File: config.mk
export PLATFORM = sky130hd
export DESIGN_NAME = hazard_control_unit
export DESIGN_NICKNAME = d
export VERILOG_FILES = /design/src/rtl/hazard_control_unit.sv
export SDC_FILE = /design/constraint.sdc
export NUM_CORES = 1
export LEC_CHECK = 0
export BUFFER_PORTS_ARGS = -buffer_cell sky130_fd_sc_hd__buf_2
export CAP_MARGIN = 20
export CORE_MARGIN = 2
export CORE_UTILIZATION = 30
export CTS_CLUSTER_SIZE = 28
export DETAILED_ROUTE_END_ITERATION = 10
export GPL_TIMING_DRIVEN = 0
export PLACE_DENSITY = 0.48
export SLEW_MARGIN = 30
export SYNTH_ARGS = -nofsm -noshare
export SYNTH_HDL_FRONTEND = slang
export SYNTH_SLANG_ARGS = --single-unit
File: constraint.sdc
create_clock -name clk -period 2.5 [get_ports clk]
set_input_delay 0.375 -clock clk [delete_from_list [all_inputs] [get_ports clk]]
set_output_delay 0.375 -clock clk [all_outputs]
set_load 0.005 [all_outputs]
File: src/rtl/hazard_control_unit.sv
// rtl/hazard_control_unit.sv - load-use / redirect / MDU stall-flush sequencer
module hazard_control_unit #(
    parameter int MDU_TIMEOUT = 64,
    parameter int CNT_W       = 16
) (
    input  logic             clk,
    input  logic             rst_n,
    input  logic [4:0]       rs1_de,
    input  logic [4:0]       rs2_de,
    input  logic             uses_rs2_de,
    input  logic [4:0]       rd_ex,
    input  logic             DMRd_ex,
    input  logic             branch_taken_ex,
    input  logic             mdu_start_ex,
    input  logic             mdu_done,
    input  logic             stat_clr,
    output logic             stall_if,
    output logic             stall_de,
    output logic             flush_de,
    output logic             stall_ex,
    output logic             flush_ex,
    output logic             flush_me,
    output logic             mdu_busy,
    output logic             mdu_abort,
    output logic             mdu_timeout,
    output logic [CNT_W-1:0] stall_cycles
);

    localparam int BW = $clog2(MDU_TIMEOUT + 1);
    localparam logic [BW-1:0] TMO = BW'(MDU_TIMEOUT);

    localparam logic ST_RUN  = 1'b0;
    localparam logic ST_BUSY = 1'b1;

    logic          state;
    logic          state_nxt;
    logic [BW-1:0] busy_cnt;
    logic [BW-1:0] busy_cnt_nxt;
    logic          load_use;

    logic          s_if, s_de, f_de, s_ex, f_ex, f_me, abort;

    assign load_use = DMRd_ex && (rd_ex != 5'd0) &&
                      ((rd_ex == rs1_de) || (uses_rs2_de && (rd_ex == rs2_de)));

    always_comb begin
        state_nxt    = state;
        busy_cnt_nxt = busy_cnt;
        s_if  = 1'b0;
        s_de  = 1'b0;
        f_de  = 1'b0;
        s_ex  = 1'b0;
        f_ex  = 1'b0;
        f_me  = 1'b0;
        abort = 1'b0;
        if (state == ST_RUN) begin
            if (branch_taken_ex) begin
                f_de = 1'b1;
                f_ex = 1'b1;
            end else if (mdu_start_ex) begin
                s_if         = 1'b1;
                s_de         = 1'b1;
                s_ex         = 1'b1;
                f_me         = 1'b1;
                state_nxt    = ST_BUSY;
                busy_cnt_nxt = BW'(1);
            end else if (load_use) begin
                // One bubble suffices: next cycle EX holds the NOP, clearing the match.
                s_if = 1'b1;
                s_de = 1'b1;
                f_ex = 1'b1;
            end
        end else begin
            if (mdu_done) begin
                state_nxt    = ST_RUN;
                busy_cnt_nxt = '0;
            end else if (busy_cnt < TMO) begin
                s_if         = 1'b1;
                s_de         = 1'b1;
                s_ex         = 1'b1;
                f_me         = 1'b1;
                busy_cnt_nxt = busy_cnt + BW'(1);
            end else begin
                abort        = 1'b1;
                state_nxt    = ST_RUN;
                busy_cnt_nxt = '0;
            end
        end
    end

    // Combinational controls are forced low while reset is held.
    assign stall_if  = rst_n & s_if;
    assign stall_de  = rst_n & s_de;
    assign flush_de  = rst_n & f_de;
    assign stall_ex  = rst_n & s_ex;
    assign flush_ex  = rst_n & f_ex;
    assign flush_me  = rst_n & f_me;
    assign mdu_abort = rst_n & abort;
    assign mdu_busy  = rst_n & (state == ST_BUSY);

    always_ff @(posedge clk or negedge rst_n) begin
        if (!rst_n) begin
            state        <= ST_RUN;
            busy_cnt     <= '0;
            mdu_timeout  <= 1'b0;
            stall_cycles <= '0;
        end else begin
            state    <= state_nxt;
            busy_cnt <= busy_cnt_nxt;
            if (abort)
                mdu_timeout <= 1'b1;
            if (stat_clr)
                stall_cycles <= '0;
            else if (s_if && (stall_cycles != {CNT_W{1'b1}}))
                stall_cycles <= stall_cycles + CNT_W'(1);
        end
    end

endmodule
==> results.md, run 1 <==
* Crit-path cells: and4_4 > and3_4 > nand3_1 > o211ai_2 > buf_2 > buf_4 > mux2i_1 > nor2_1
* Pwr Total at 0.0008667 W
* First-pass GRT wire length at 6285 µm
* Die X at between 70 and 80 µm
* CP bufs+invs at 2
* Slowest library cell on the worst path: dfrtp_1
* Critical path class: flop to flop
* Mapped cell area at roughly 1500 µm²
* Boundary Pins at between 40 and 50
* M1 WL at 1669 µm
* Starting Density at between 30% and 40%
* Clock buffer depth at 2
* Top cells by area, synth: dfrtp_1 (41%), xnor2_1 (6.4%), a21oi_1 (5.6%)
* DRT Pass-1 Iters at 4
* Required @ worst endpoint at about 2.7 ns
* Worst Max-Slew Pin Slew at 0.6292 ns
* Data arrival, critical path at 2.35 ns
* Setup TNS at 0 ns
* Avg Inst Size Synth at 9.120 µm²
* Critical Path Fanout Max at 10
* Flops & latches, synth at 25
* Final worst slack at 0.2932 ns
* Root Buffer: clkbuf_8
* Chip height at 75.04 µm
* Synth async-reset ratio at 100.0%
* Leak at 0.8529 nW
* Yosys warning total at 0
* Vias in the first global route at 1,380
* Final slew viol count at 0
* Min Hold Slack at 0.1115 ns
* Int Power at 0.0006108 W
* Layout area overhead at 23.80%
* Fillcell total at just over 500
* Cts-stage hold buffer count at 0
* Final Instance Count excl. Fillers at between 200 and 300
* Max incr delay on CP at 0.48 ns
* I/O Buffers at 46
* Highest routed layer: met4
* Tcrit/Tclk final at approximately nine tenths
* RSZ-0062 raised after global routing: false
* Dpl ws at 0.1996 ns
* Routed wl met3 at 146 µm
* P_sw at roughly 0.00026 W
* Outcome: complete, no violations
* Share of the yosys chip area belonging to registers at ~41%
* Post-synth top flop: dfrtp_1
* Power share of the clock group at 28.7%
* # diodes at 0
* Gr ovfl total at 0
* Gpl congestion at 0.8337
* Final #Nets at about 240
* # rows at 25
* IR drop worst, VDD at 337.2 µV
* Setup crit start kind: flop
* Final setup viols at 0
* Final antenna-violating net count at 0
* Wirelength per Cell at 13.43 µm
* Met2 routed WL at 1963 µm
* CTS H-tree depth at 1
* Reg power frac at 50.7%
* Layout cells sized above 1 at between 20 and 30%
* Total Wirelength at ~3800 µm
* HP Class: primary input to asynchronous set/reset pin
* Die area at 5631 µm²
* Relative slew margins at 58.05%
* Hpwl dp at 2842 µm
* Fmax at 453.1 MHz
* Combinational fraction of design power at 20.6%
* Max-Cap Viols at 0
* Final min period at 2.207 ns
* Critical path's top delay family: simple AND/OR/NAND/NOR gates
* Vias/cell at 5.081
* Core box area at 4786 µm²
* Number of flops mapped to enable cells by yosys at 0
* Skew final at approximately 0.0038 ns
* Synth unique cells at 41
* CTS clk-pin slew, worst paths at 0.09 ns
* Clock Latency Late Sink at 0.27 ns
* Post-CTS setup buffers at 0
* Cts repair resizes at 0
* GRT Overall Usage at 14.44%
* TritonCTS clock tree: built
* Placed cell count at 279
* Setup crit end kind: flop
* Total CTS buffers at 3
* Final hold violation count at 0
* Routed vias at 1,438
* Syn_nets at 191
* Cell taking the most area after synthesis: dfrtp_1
* Sink Count at 25
* Largest net degree at the start of global routing at 31
* Remaining DRCs at 0
* PwrDens at roughly 460 nW/µm²
* Sw Ratio at 29.53%
* Yosys top cell area share at 41.32%
* Cells after Synth at ~170
* Initial antenna violation count at 0
* Initial DRC count at between 100 and 150
flip-flops by register name (all words and copies together) (netlist names):
name and count:
busy_cnt 7, mdu_timeout 1, state 1, stall_cycles 16
through the flow:
stage | cell area (µm²) | utilization (%)
after floorplan | 1514 | -
after global placement | 1828 | 38.20
after detailed placement | 1828 | 38.20
after CTS | 1874 | 39.16
after global routing | 1874 | 39.16
final | 1874 | 39.16
cell families (layout without fill, tap and decap cells):
family	after synthesis	in the layout	share of synthesized area [%]
AND/OR/NAND/NOR	65	65	25.04
AO/OA/AOI/OAI	47	47	19.26
flip-flops	25	25	41.32
XOR/XNOR	13	13	7.521
buffers and inverters	13	63	4.545
adder cells (fa/ha/maj)	2	2	1.653
multiplexers	1	1	0.6612
cell usage in the layout, fill, tap and decap left out, types with 2 or more instances in the layout:
master,n
clkbuf_1,2
ha_1,2
or4_1,8
xnor2_1,11
o21ai_1,7
or3_1,7
nand2_1,9
dfrtp_1,25
buf_2,47
nand4_1,6
clkbuf_8,3
inv_1,5
nand3_1,8
a21oi_1,17
buf_4,3
and3_1,4
xor2_1,2
nor2_1,13
o31ai_1,7
o21ai_0,7
Yosys cell counts, types with 6 or more instances:
master	number
nand2_1	9
nand4_1	6
o21ai_1	7
o21ai_0	7
o31ai_1	7
dfrtp_1	25
a21oi_1	17
or3_1	7
xnor2_1	11
nand3_1	8
or4_1	8
nor2_1	13
power groups by stage:
stage / sequential, W / combinational (W) / clock (W)
floorplan: 0.000444 / 0.000110 / 0
global placement: 0.000447 / 0.000178 / 0
detailed placement: 0.000447 / 0.000181 / 0
finish: 0.000440 / 0.000179 / 0.000248
global route: 0.000443 / 0.000200 / 0.000273
CTS: 0.000440 / 0.000181 / 0.000259
final cells by class:
cell class	instances	area, µm²	area share [%]
buffer	8	50.05	2.670
clock buffer	3	41.29	2.203
clock inverter	1	5.005	0.2670
inverter	5	18.77	1.001
multi-input combinational	128	819.5	43.72
sequential	25	625.6	33.38
tap	67	83.83	4.473
timing repair buffer	46	230.2	12.28
path summary, 6_finish.rpt:
path	from	to	slack (ns)	depth (start not counted)
max	stall_cycles[5]	stall_cycles[1]	0.29	8
min	rst_n	stall_cycles[11]	0.11	1
max reg2reg	stall_cycles[5]	stall_cycles[1]	0.29	8
min reg2reg	mdu_timeout	mdu_timeout	0.47	1
max in group asynchronous	rst_n	stall_cycles[15]	1.98	1
min in group clk	mdu_done	busy_cnt[0]	0.43	4
worst register-to-register path, stage by stage (launching register included):
cell and delay (ns):
dfrtp_1 0.48, and4_4 0.27, and3_4 0.20, nand3_1 0.13
o211ai_2 0.24, buf_2 0.28, buf_4 0.23, mux2i_1 0.21
nor2_1 0.06
per-layer routing:
metal / vias to the layer above / GRT usage (%)
met5: - / 0
met2: 26 / 25.83
met3: 2 / 2.811
met1: 698 / 17.72
li1: 712 / -
met4: 0 / 3.770
Power figures use the tool's default switching activity.
==> run 2, diff against run 1 <==
Settings changed: REMOVE_ABC_BUFFERS set to 1.
Clock period 2.5 ns to 2.8 ns, I/O delays scaled along.
==> results.md, run 2 (synthesis results as in run 1) <==
* Setup TNS at 0 ns
* Sink Count at 25
* Fmax at 433.9 MHz
* Layout cells sized above 1 at 28.23%
* Top Registers: stall_cycles: 16 flops, busy_cnt: 7 flops
* Total CTS buffers at 3
* Gpl congestion at roughly 0.85
* Clock Latency Late Sink at 0.27 ns
* Total Wirelength at 3722 µm
* Leak at 0.8277 nW
* Commonest non-fill, non-tap cell in the layout: buf_2
* Starting Density at 31.63%
* Clock buffer depth at 2
* RSZ-0062 raised after global routing: false
* I/O Buffers at 47
* Placed cell count at 272
* Chip height at between 70 and 80 µm
* IR drop worst, VDD at 231.0 µV
* Cts repair resizes at 0
* CTS clk-pin slew, worst paths at ~0.10 ns
* Max-Cap Viols at 0
* Final Util at 38.46%
* Final Instance Count excl. Fillers at 276
* Die area at ~5600 µm²
* Required @ worst endpoint at 3.01 ns
* Post-DP Area at 1783 µm²
* Wirelength per Cell at 13.49 µm
* Die X at roughly 75 µm
* Post-CTS setup buffers at 0
* # rows at 25
* Outcome: complete, no violations
* Final hold violation count at 0
* Largest net degree at the start of global routing at 31
* Most frequent cells in the layout: buf_2 (47), dfrtp_1 (25), a21oi_1 (17)
* HP Class: primary input to asynchronous set/reset pin
* Final slew viol count at 0
* Cts-stage hold buffer count at 0
* Final #Nets at 235
* GRT Overall Usage at 14.18%
* Layout area overhead at 21.57%
* Vias/cell at 5.094
* Final antenna-violating net count at 0
* Critical Path Fanout Max at 30
* CTS H-tree depth at 1
* Reg2Reg Depth at 6
* Skew final at 0.01030 ns
* Vias in the first global route at 1,349
* Relative slew margins at approximately half
* Initial antenna violation count at 0
* Boundary Pins at 48
* PwrDens at about 420 nW/µm²
* DRT Pass-1 Iters at 4
* TritonCTS clock tree: built
* Pwr Total at 0.0007672 W
* Setup crit start kind: flop
* Remaining DRCs at 0
* Final setup viols at 0
* Routed vias at 1,406
* First-pass GRT wire length at 6244 µm
* Final min period at 2.305 ns
* Max FFs per register at 16
* Gr ovfl total at 0
* Biggest register: stall_cycles
* Worst Max-Slew Pin Slew at 0.7309 ns
* Data arrival, critical path at 2.51 ns
* Root Buffer: clkbuf_8
* Design Area, Final at 1841 µm²
* Core box area at 4786 µm²
* Tcrit/Tclk final at 82.31%
* Initial DRC count at between 50 and 60
* Setup crit end kind: flop
* # diodes at 0
* Critical path class: flop to flop
* Hpwl dp at 2648 µm
==> run 2: cell count changes in the layout (fill, tap and decap cells not counted), sizes merged <==
cell and delta:
buf -5, clkinv -1, clkinvlp +1, clkbuf -2
==> run 2: cell type report <==
type | instances | area, µm²
flip-flops and latches | 25 | 625.6
inverters | 5 | 18.77
well taps | 67 | 83.83
repair buffers | 47 | 235.2
fillers | 503 | 2945
clock inverters | 1 | 7.507
clock buffers | 3 | 41.29
multi-input cells | 128 | 828.3
==> run 2: power breakdown <==
group / internal, W / leakage (nW) / switching (W)
registers: 0.000376 / 0.344 / 0.0000166
clock network: 0.000101 / 0.0217 / 0.000126
logic: 0.0000609 / 0.462 / 0.0000864
total: 0.000538 / 0.828 / 0.000230
==> run 2: layer usage <==
metal / wire [µm] / global-route usage, % / vias to the layer above
met2: 1810 / 23.98 / 36
met3: 180 / 3.347 / 2
met5: 0 / 0 / -
met4: 22 / 2.778 / 0
met1: 1708 / 18.59 / 664
li1: - / - / 704
==> run 2: final timing paths <==
kind                                    endpoint  slack, ns         from
worst min register to register       mdu_timeout       0.47  mdu_timeout
worst max-delay path             stall_cycles[7]       0.50  busy_cnt[6]
worst max register to register   stall_cycles[7]       0.50  busy_cnt[6]
min in group clk                     mdu_timeout       0.47  mdu_timeout
max in group asynchronous        stall_cycles[0]       2.21        rst_n
worst min-delay path            stall_cycles[13]       0.16        rst_n
==> run 2: through the flow <==
step | hold slack, ns | setup WS (ns)
6_report | 0.1561 | 0.4952
2_1_floorplan | 0.1244 | 0.7157
3_3_place_gp | 0.4395 | 0.2900
3_5_place_dp | 0.4633 | 0.2354
4_1_cts | 0.1774 | 0.2981
5_1_grt | 0.2016 | 0.3101
==> run 2: worst max-delay path: stages (launching register included) <==
cell	delay [ns]
dfrtp_1	0.46
nor3b_4	0.35
nor2_1	0.13
a211oi_2	0.28
o211ai_4	0.32
or4_1	0.54
a21oi_1	0.16
